`src/rtl/ibex_cheri_wb_stage.sv`:
```
// CHERI writeback stage: registers EX/LSU results into the capability
// register file and folds CHERI exception vectors into one held report.
module ibex_cheri_wb_stage #(
  parameter int unsigned CAP_W = 93,
  parameter int unsigned EXC_W = 22,
  parameter int unsigned CNT_W = 32
) (
  input  logic             clk_i,
  input  logic             rst_i,
  input  logic             flush_i,
  input  logic             ex_valid_i,
  output logic             ex_ready_o,
  input  logic [CAP_W-1:0] ex_wdata_i,
  input  logic             ex_wrote_cap_i,
  input  logic             ex_we_i,
  input  logic [4:0]       ex_rd_i,
  input  logic             ex_lsu_req_i,
  input  logic             cheri_en_i,
  input  logic [EXC_W-1:0] cheri_exc_a_i,
  input  logic [EXC_W-1:0] cheri_exc_b_i,
  input  logic             lsu_rvalid_i,
  input  logic [CAP_W-1:0] lsu_rdata_i,
  input  logic             lsu_rcap_i,
  input  logic             lsu_err_i,
  output logic             rf_we_o,
  output logic [4:0]       rf_waddr_o,
  output logic [CAP_W-1:0] rf_wdata_o,
  output logic             rf_wcap_o,
  output logic             exc_valid_o,
  output logic [4:0]       exc_cause_o,
  output logic             exc_operand_o,
  input  logic             exc_ack_i,
  output logic [CNT_W-1:0] wb_count_o
);

  typedef enum logic [1:0] {
    IDLE,
    WAIT_LSU,
    EXC_HOLD
  } state_e;

  state_e             state_q, state_d;
  logic               rf_we_q, rf_we_d;
  logic [4:0]         rf_waddr_q, rf_waddr_d;
  logic [CAP_W-1:0]   rf_wdata_q, rf_wdata_d;
  logic               rf_wcap_q, rf_wcap_d;
  logic               exc_valid_q, exc_valid_d;
  logic [4:0]         exc_cause_q, exc_cause_d;
  logic               exc_operand_q, exc_operand_d;
  logic [4:0]         lsu_rd_q, lsu_rd_d;
  logic               lsu_we_q, lsu_we_d;
  logic [CNT_W-1:0]   cnt_q, cnt_d;

  logic accept;
  logic cheri_exc;

  // Index of the lowest set bit; zero when no bit is set.
  function automatic logic [4:0] lsb_idx(input logic [EXC_W-1:0] v);
    lsb_idx = '0;
    for (int i = EXC_W - 1; i >= 0; i--) begin
      if (v[i]) lsb_idx = 5'(i);
    end
  endfunction

  // Non-capability results are narrowed to the 32-bit integer view.
  function automatic logic [CAP_W-1:0] zext(input logic [CAP_W-1:0] v);
    zext = {{(CAP_W-32){1'b0}}, v[31:0]};
  endfunction

  assign ex_ready_o = (state_q == IDLE);
  assign accept     = ex_valid_i & ex_ready_o;
  assign cheri_exc  = cheri_en_i &
                      ((cheri_exc_a_i | cheri_exc_b_i) != '0);

  // Next-state, write and exception decode.
  always_comb begin
    state_d       = state_q;
    rf_we_d       = 1'b0;
    rf_waddr_d    = rf_waddr_q;
    rf_wdata_d    = rf_wdata_q;
    rf_wcap_d     = rf_wcap_q;
    exc_valid_d   = exc_valid_q;
    exc_cause_d   = exc_cause_q;
    exc_operand_d = exc_operand_q;
    lsu_rd_d      = lsu_rd_q;
    lsu_we_d      = lsu_we_q;
    cnt_d         = cnt_q;

    unique case (state_q)
      IDLE: begin
        if (accept) begin
          if (cheri_exc) begin
            state_d     = EXC_HOLD;
            exc_valid_d = 1'b1;
            if (cheri_exc_a_i != '0) begin
              exc_cause_d   = lsb_idx(cheri_exc_a_i);
              exc_operand_d = 1'b0;
            end else begin
              exc_cause_d   = lsb_idx(cheri_exc_b_i);
              exc_operand_d = 1'b1;
            end
          end else if (ex_lsu_req_i) begin
            state_d  = WAIT_LSU;
            lsu_rd_d = ex_rd_i;
            lsu_we_d = ex_we_i;
          end else if (ex_we_i && (ex_rd_i != 5'd0)) begin
            rf_we_d    = 1'b1;
            rf_waddr_d = ex_rd_i;
            rf_wcap_d  = ex_wrote_cap_i;
            rf_wdata_d = ex_wrote_cap_i ? ex_wdata_i
                                        : zext(ex_wdata_i);
          end
        end
      end
      WAIT_LSU: begin
        if (lsu_rvalid_i) begin
          if (lsu_err_i) begin
            state_d       = EXC_HOLD;
            exc_valid_d   = 1'b1;
            exc_cause_d   = 5'd31;
            exc_operand_d = 1'b1;
          end else begin
            state_d = IDLE;
            if (lsu_we_q && (lsu_rd_q != 5'd0)) begin
              rf_we_d    = 1'b1;
              rf_waddr_d = lsu_rd_q;
              rf_wcap_d  = lsu_rcap_i;
              rf_wdata_d = lsu_rcap_i ? lsu_rdata_i
                                      : zext(lsu_rdata_i);
            end
          end
        end
      end
      EXC_HOLD: begin
        if (exc_ack_i) begin
          state_d     = IDLE;
          exc_valid_d = 1'b0;
        end
      end
      default: state_d = IDLE;
    endcase

    if (flush_i) begin
      state_d       = IDLE;
      rf_we_d       = 1'b0;
      rf_waddr_d    = rf_waddr_q;
      rf_wdata_d    = rf_wdata_q;
      rf_wcap_d     = rf_wcap_q;
      exc_valid_d   = 1'b0;
      exc_cause_d   = exc_cause_q;
      exc_operand_d = exc_operand_q;
    end

    if (rf_we_d) cnt_d = cnt_q + {{(CNT_W-1){1'b0}}, 1'b1};
  end

  // State and registered outputs.
  always_ff @(posedge clk_i) begin
    if (rst_i) begin
      state_q       <= IDLE;
      rf_we_q       <= 1'b0;
      rf_waddr_q    <= '0;
      rf_wdata_q    <= '0;
      rf_wcap_q     <= 1'b0;
      exc_valid_q   <= 1'b0;
      exc_cause_q   <= '0;
      exc_operand_q <= 1'b0;
      lsu_rd_q      <= '0;
      lsu_we_q      <= 1'b0;
      cnt_q         <= '0;
    end else begin
      state_q       <= state_d;
      rf_we_q       <= rf_we_d;
      rf_waddr_q    <= rf_waddr_d;
      rf_wdata_q    <= rf_wdata_d;
      rf_wcap_q     <= rf_wcap_d;
      exc_valid_q   <= exc_valid_d;
      exc_cause_q   <= exc_cause_d;
      exc_operand_q <= exc_operand_d;
      lsu_rd_q      <= lsu_rd_d;
      lsu_we_q      <= lsu_we_d;
      cnt_q         <= cnt_d;
    end
  end

  assign rf_we_o       = rf_we_q;
  assign rf_waddr_o    = rf_waddr_q;
  assign rf_wdata_o    = rf_wdata_q;
  assign rf_wcap_o     = rf_wcap_q;
  assign exc_valid_o   = exc_valid_q;
  assign exc_cause_o   = exc_cause_q;
  assign exc_operand_o = exc_operand_q;
  assign wb_count_o    = cnt_q;

endmodule
```
`config.mk`:
```
export PLATFORM = sky130hd
export DESIGN_NAME = ibex_cheri_wb_stage
export DESIGN_NICKNAME = d
export VERILOG_FILES = /design/src/rtl/ibex_cheri_wb_stage.sv
export SDC_FILE = /design/constraint.sdc
export NUM_CORES = 1
export LEC_CHECK = 0
export BUFFER_PORTS_ARGS = -buffer_cell sky130_fd_sc_hd__buf_2
export CORE_AREA = 2 2 151 153
export CTS_CLUSTER_DIAMETER = 100
export DETAILED_ROUTE_END_ITERATION = 7
export DIE_AREA = 0 0 153 155
export PLACE_DENSITY = 0.68
export REMOVE_ABC_BUFFERS = 1
export SKIP_LAST_GASP = 1
export SYNTH_ARGS = -nofsm -noshare
export SYNTH_HDL_FRONTEND = slang
export SYNTH_SLANG_ARGS = --single-unit
```
`constraint.sdc`:
```
create_clock -name clk_i -period 3.7 [get_ports clk_i]
set_input_delay 0.185 -clock clk_i [delete_from_list [all_inputs] [get_ports clk_i]]
set_output_delay 0.185 -clock clk_i [all_outputs]
set_load 0.1 [all_outputs]
```
==> results.py <==
metrics = {
    "timing": {
        "maxSlewHeadroom": 0.458,
        "fin_crit_sh": 0.844,
        "setup_viol": 0,
        "skew_ps": 11.5,
        "maxSlewViolCount": 0,
        "hold_viol": 0,
        "worst_pin_slew_ps": 813,
        "fin_crit_ps": 3120,
        "finalWorstSetupSlack_ps": 579,
        "rsz0062_at_grt": "no",
        "fmax_ghz": 0.320,
    },
    "job": {
        "cap_violations": 0,
    },
    "power": {
        "power.leakage_nw": 4.12,
        "power_per_cell_area_nw_per_um2": 413,
        "vdd_drop_max_v": 0.000251,
    },
    "critical_path": {
        "crit_family": "compound AO/OA/AOI/OAI gates",
        "cp_max_fo": 54,
        "critPathSlowestCell": "a311o_2",
        "end_kind": "flip-flop",
        "arrival_ps": 3460,
        "slowest_delay_ps": 720,
        "path_cells": "or3_1 -> o311a_1 -> o221ai_1 -> a311o_2 -> buf_4 -> a221oi_1 -> nor3_1",
        "cp.buffers_inverters": 1,
        "worstPathRequired_ps": 4040,
        "rrSetupSlack_ps": 580,
        "worst-setup-path-type": "flip-flop to flip-flop",
        "startpoint_type": "flip-flop",
    },
    "placement": {
        "dpl_cell_area_sq_um": 9060,
        "io_buffers": 386,
        "hpwl_mm": 17.3,
        "preCtsSetupSlack_ps": 555,
        "gp_congestion": 0.872,
        "dp_cells": 1437,
    },
    "logic_synthesis": {
        "synth_top_area_cell": "dfxtp_1",
        "ys_ff_latch": 147,
        "synth-seq-area-share": 0.426,
        "synth_cells": 824,
        "syn_area_sq_um": 6900,
        "synthTopCellsByArea": "dfxtp_1 (43%), a221oi_1 (7.7%), nor2_1 (7.3%), mux2i_1 (6.1%), nor3_1 (5.2%)",
        "synth_cell_type_count": 45,
        "ys_warn_count": 0,
        "synth_top_area_share": 0.426,
        "syn_avg_cell_area_sq_um": 8.38,
    },
    "drt": {
        "detail_route.wl_per_cell_microns": 16.3,
        "first_pass_iters": 5,
        "drc": 0,
        "drtIter0Drc": 713,
        "antenna_left": 0,
        "viasPerCell": 5.28,
        "vias": 7762,
        "wl_mm": 24.0,
    },
    "layout": {
        "final_cells": 1470,
        "layout_common_cells": "buf_2 (385), dfxtp_1 (147), nor2_1 (134)",
        "area_delta_synth_final_pct": 39.7,
        "fin_util": 0.434,
        "fillers": 2270,
        "design_area_sq_um": 9650,
        "nNetsFinal": 1420,
        "drive_above_1_share": 0.372,
        "layout_commonest_cell": "buf_2",
    },
    "cts": {
        "htree_levels": 4,
        "cts_root_buffer": "clkbuf_16",
        "cts_buffers": 17,
        "cts_resized": 0,
        "clk_path_buf_depth": 2,
        "clock_latency_ps": 420,
        "cts_tree": "yes",
        "clk_pin_slew_ps": 70,
        "clock-sinks": 147,
    },
    "global_route": {
        "grt_usage": 0.189,
        "grt_pass1_wl_mm": 36.6,
        "grt_pass1_vias": 6847,
        "antenna_found_initial": 0,
        "grt_max_degree": 146,
        "grt_overflow": 0,
    },
    "run_status": {
        "status": "finished clean",
    },
    "floorplanning": {
        "initial_core_util": 0.311,
        "die_area_sq_um": 23700,
        "core_area_sq_um": 22200,
        "rows": 55,
        "fp.dieH_microns": 155,
        "die_x_microns": 153,
        "io-pin-count": 387,
    },
    "worst_hold_path": {
        "hp-class": "input pin to flip-flop",
    },
}
==> synth_stat cells <==
master     number
nor2_1        135
ha_1            1
or3_1          21
a41o_1          1
mux2i_1        42
a21oi_1        44
xnor2_1         1
mux2_2          1
o21bai_1        2
o41ai_1         3
a221oi_1       61
dfxtp_1       147
clkbuf_1       55
nand2_1        20
o311a_1         2
nand4b_1        3
nand3_1        15
nand4_1        13
nor4_1         10
o31ai_1         8
a311oi_1        2
and4_1          9
buf_2           4
nor4_4          1
and2_1          9
a31oi_1         6
and3_1          7
inv_1          17
o21ai_0        30
o311ai_0        2
nor3_2          1
buf_1           9
or4_1           8
a2111oi_0       2
nor2b_1         3
or4_4           1
a31o_2          3
a311o_2         1
o211ai_1        2
a211oi_1       43
buf_6           1
nand2b_1        2
o221ai_1        3
nor3_1         72
nor4_2          1
==> layout make-up <==
class	count	area (sq um)	share of cell area
repair buffers	398	2050	0.213
clock buffers	17	425	0.0441
well taps	285	357	0.0370
inverters	17	63.8	0.00661
clock inverters	14	145	0.0150
flip-flops and latches	147	2940	0.305
multi-input cells	591	3660	0.379
diodes	1	2.50	0.000259
==> cells by family after synthesis <==
| group | Yosys count | synth area share |
|---|---|---|
| DFF | 147 | 0.426 |
| adders and majority gates | 1 | 0.00181 |
| buffers and inverters | 86 | 0.0486 |
| AOI/OAI and AO/OA | 215 | 0.221 |
| and+or+nand+nor | 331 | 0.238 |
| xor gates and xnor gates | 1 | 0.00127 |
| muxes | 43 | 0.0625 |
==> sequential cells by signal, indices dropped and copies added, names as in the netlist, 2 cells and up <==
signal / flops
lsu_rd_q: 5
exc_cause_o: 5
state_q: 2
wb_count_o: 32
rf_wdata_o: 93
rf_waddr_o: 5
==> worst register-to-register path: cells and delay by family (launching register included) <==
| kind | cells | cell delay [ps] |
|---|---|---|
| AOI/OAI and AO/OA | 4 | 1520 |
| buffers and inverters | 1 | 630 |
| and+or+nand+nor | 2 | 550 |
| DFF | 1 | 320 |
==> report_power, final <==
group          internal, mW  switching [mW]  total (mW)
Sequential             1.62          0.0200        1.64
Combinational         0.190           0.460       0.650
Clock                 0.944           0.755        1.70
==> per-stage QoR <==
stage | hold WS [ps] | total power [mW] | setup TNS, ps
global route | 11.4 | 4.16 | 0
CTS | 4.68 | 4.03 | 0
floorplan | 254 | 2.08 | -719360
finish | 19.2 | 3.99 | 0
detailed placement | 418 | 2.32 | 0
global placement | 420 | 2.32 | 0
==> per-layer routing <==
metal / global-route usage / routed length (microns)
met4: 0.0423 / 253
met3: 0.0443 / 1630
met1: 0.257 / 10500
met5: 0 / 0
met2: 0.307 / 11600
==> worst paths after layout <==
kind | start | endpoint | cells past startpoint
setup reg to reg | lsu_rd_q[2] | rf_wdata_o[48] | 7
setup / recovery | lsu_rd_q[2] | rf_wdata_o[48] | 7
hold / removal | ex_we_i | lsu_we_q | 3
hold reg to reg | rf_wdata_o[89] | rf_wdata_o[89] | 2
==> repair_timing <==
item	in CTS	in global routing
hold buffers	1	0
hold endpoints to repair	3	0
buffers inserted	0	0
No activity file was read; power rests on OpenSTA's default activity.
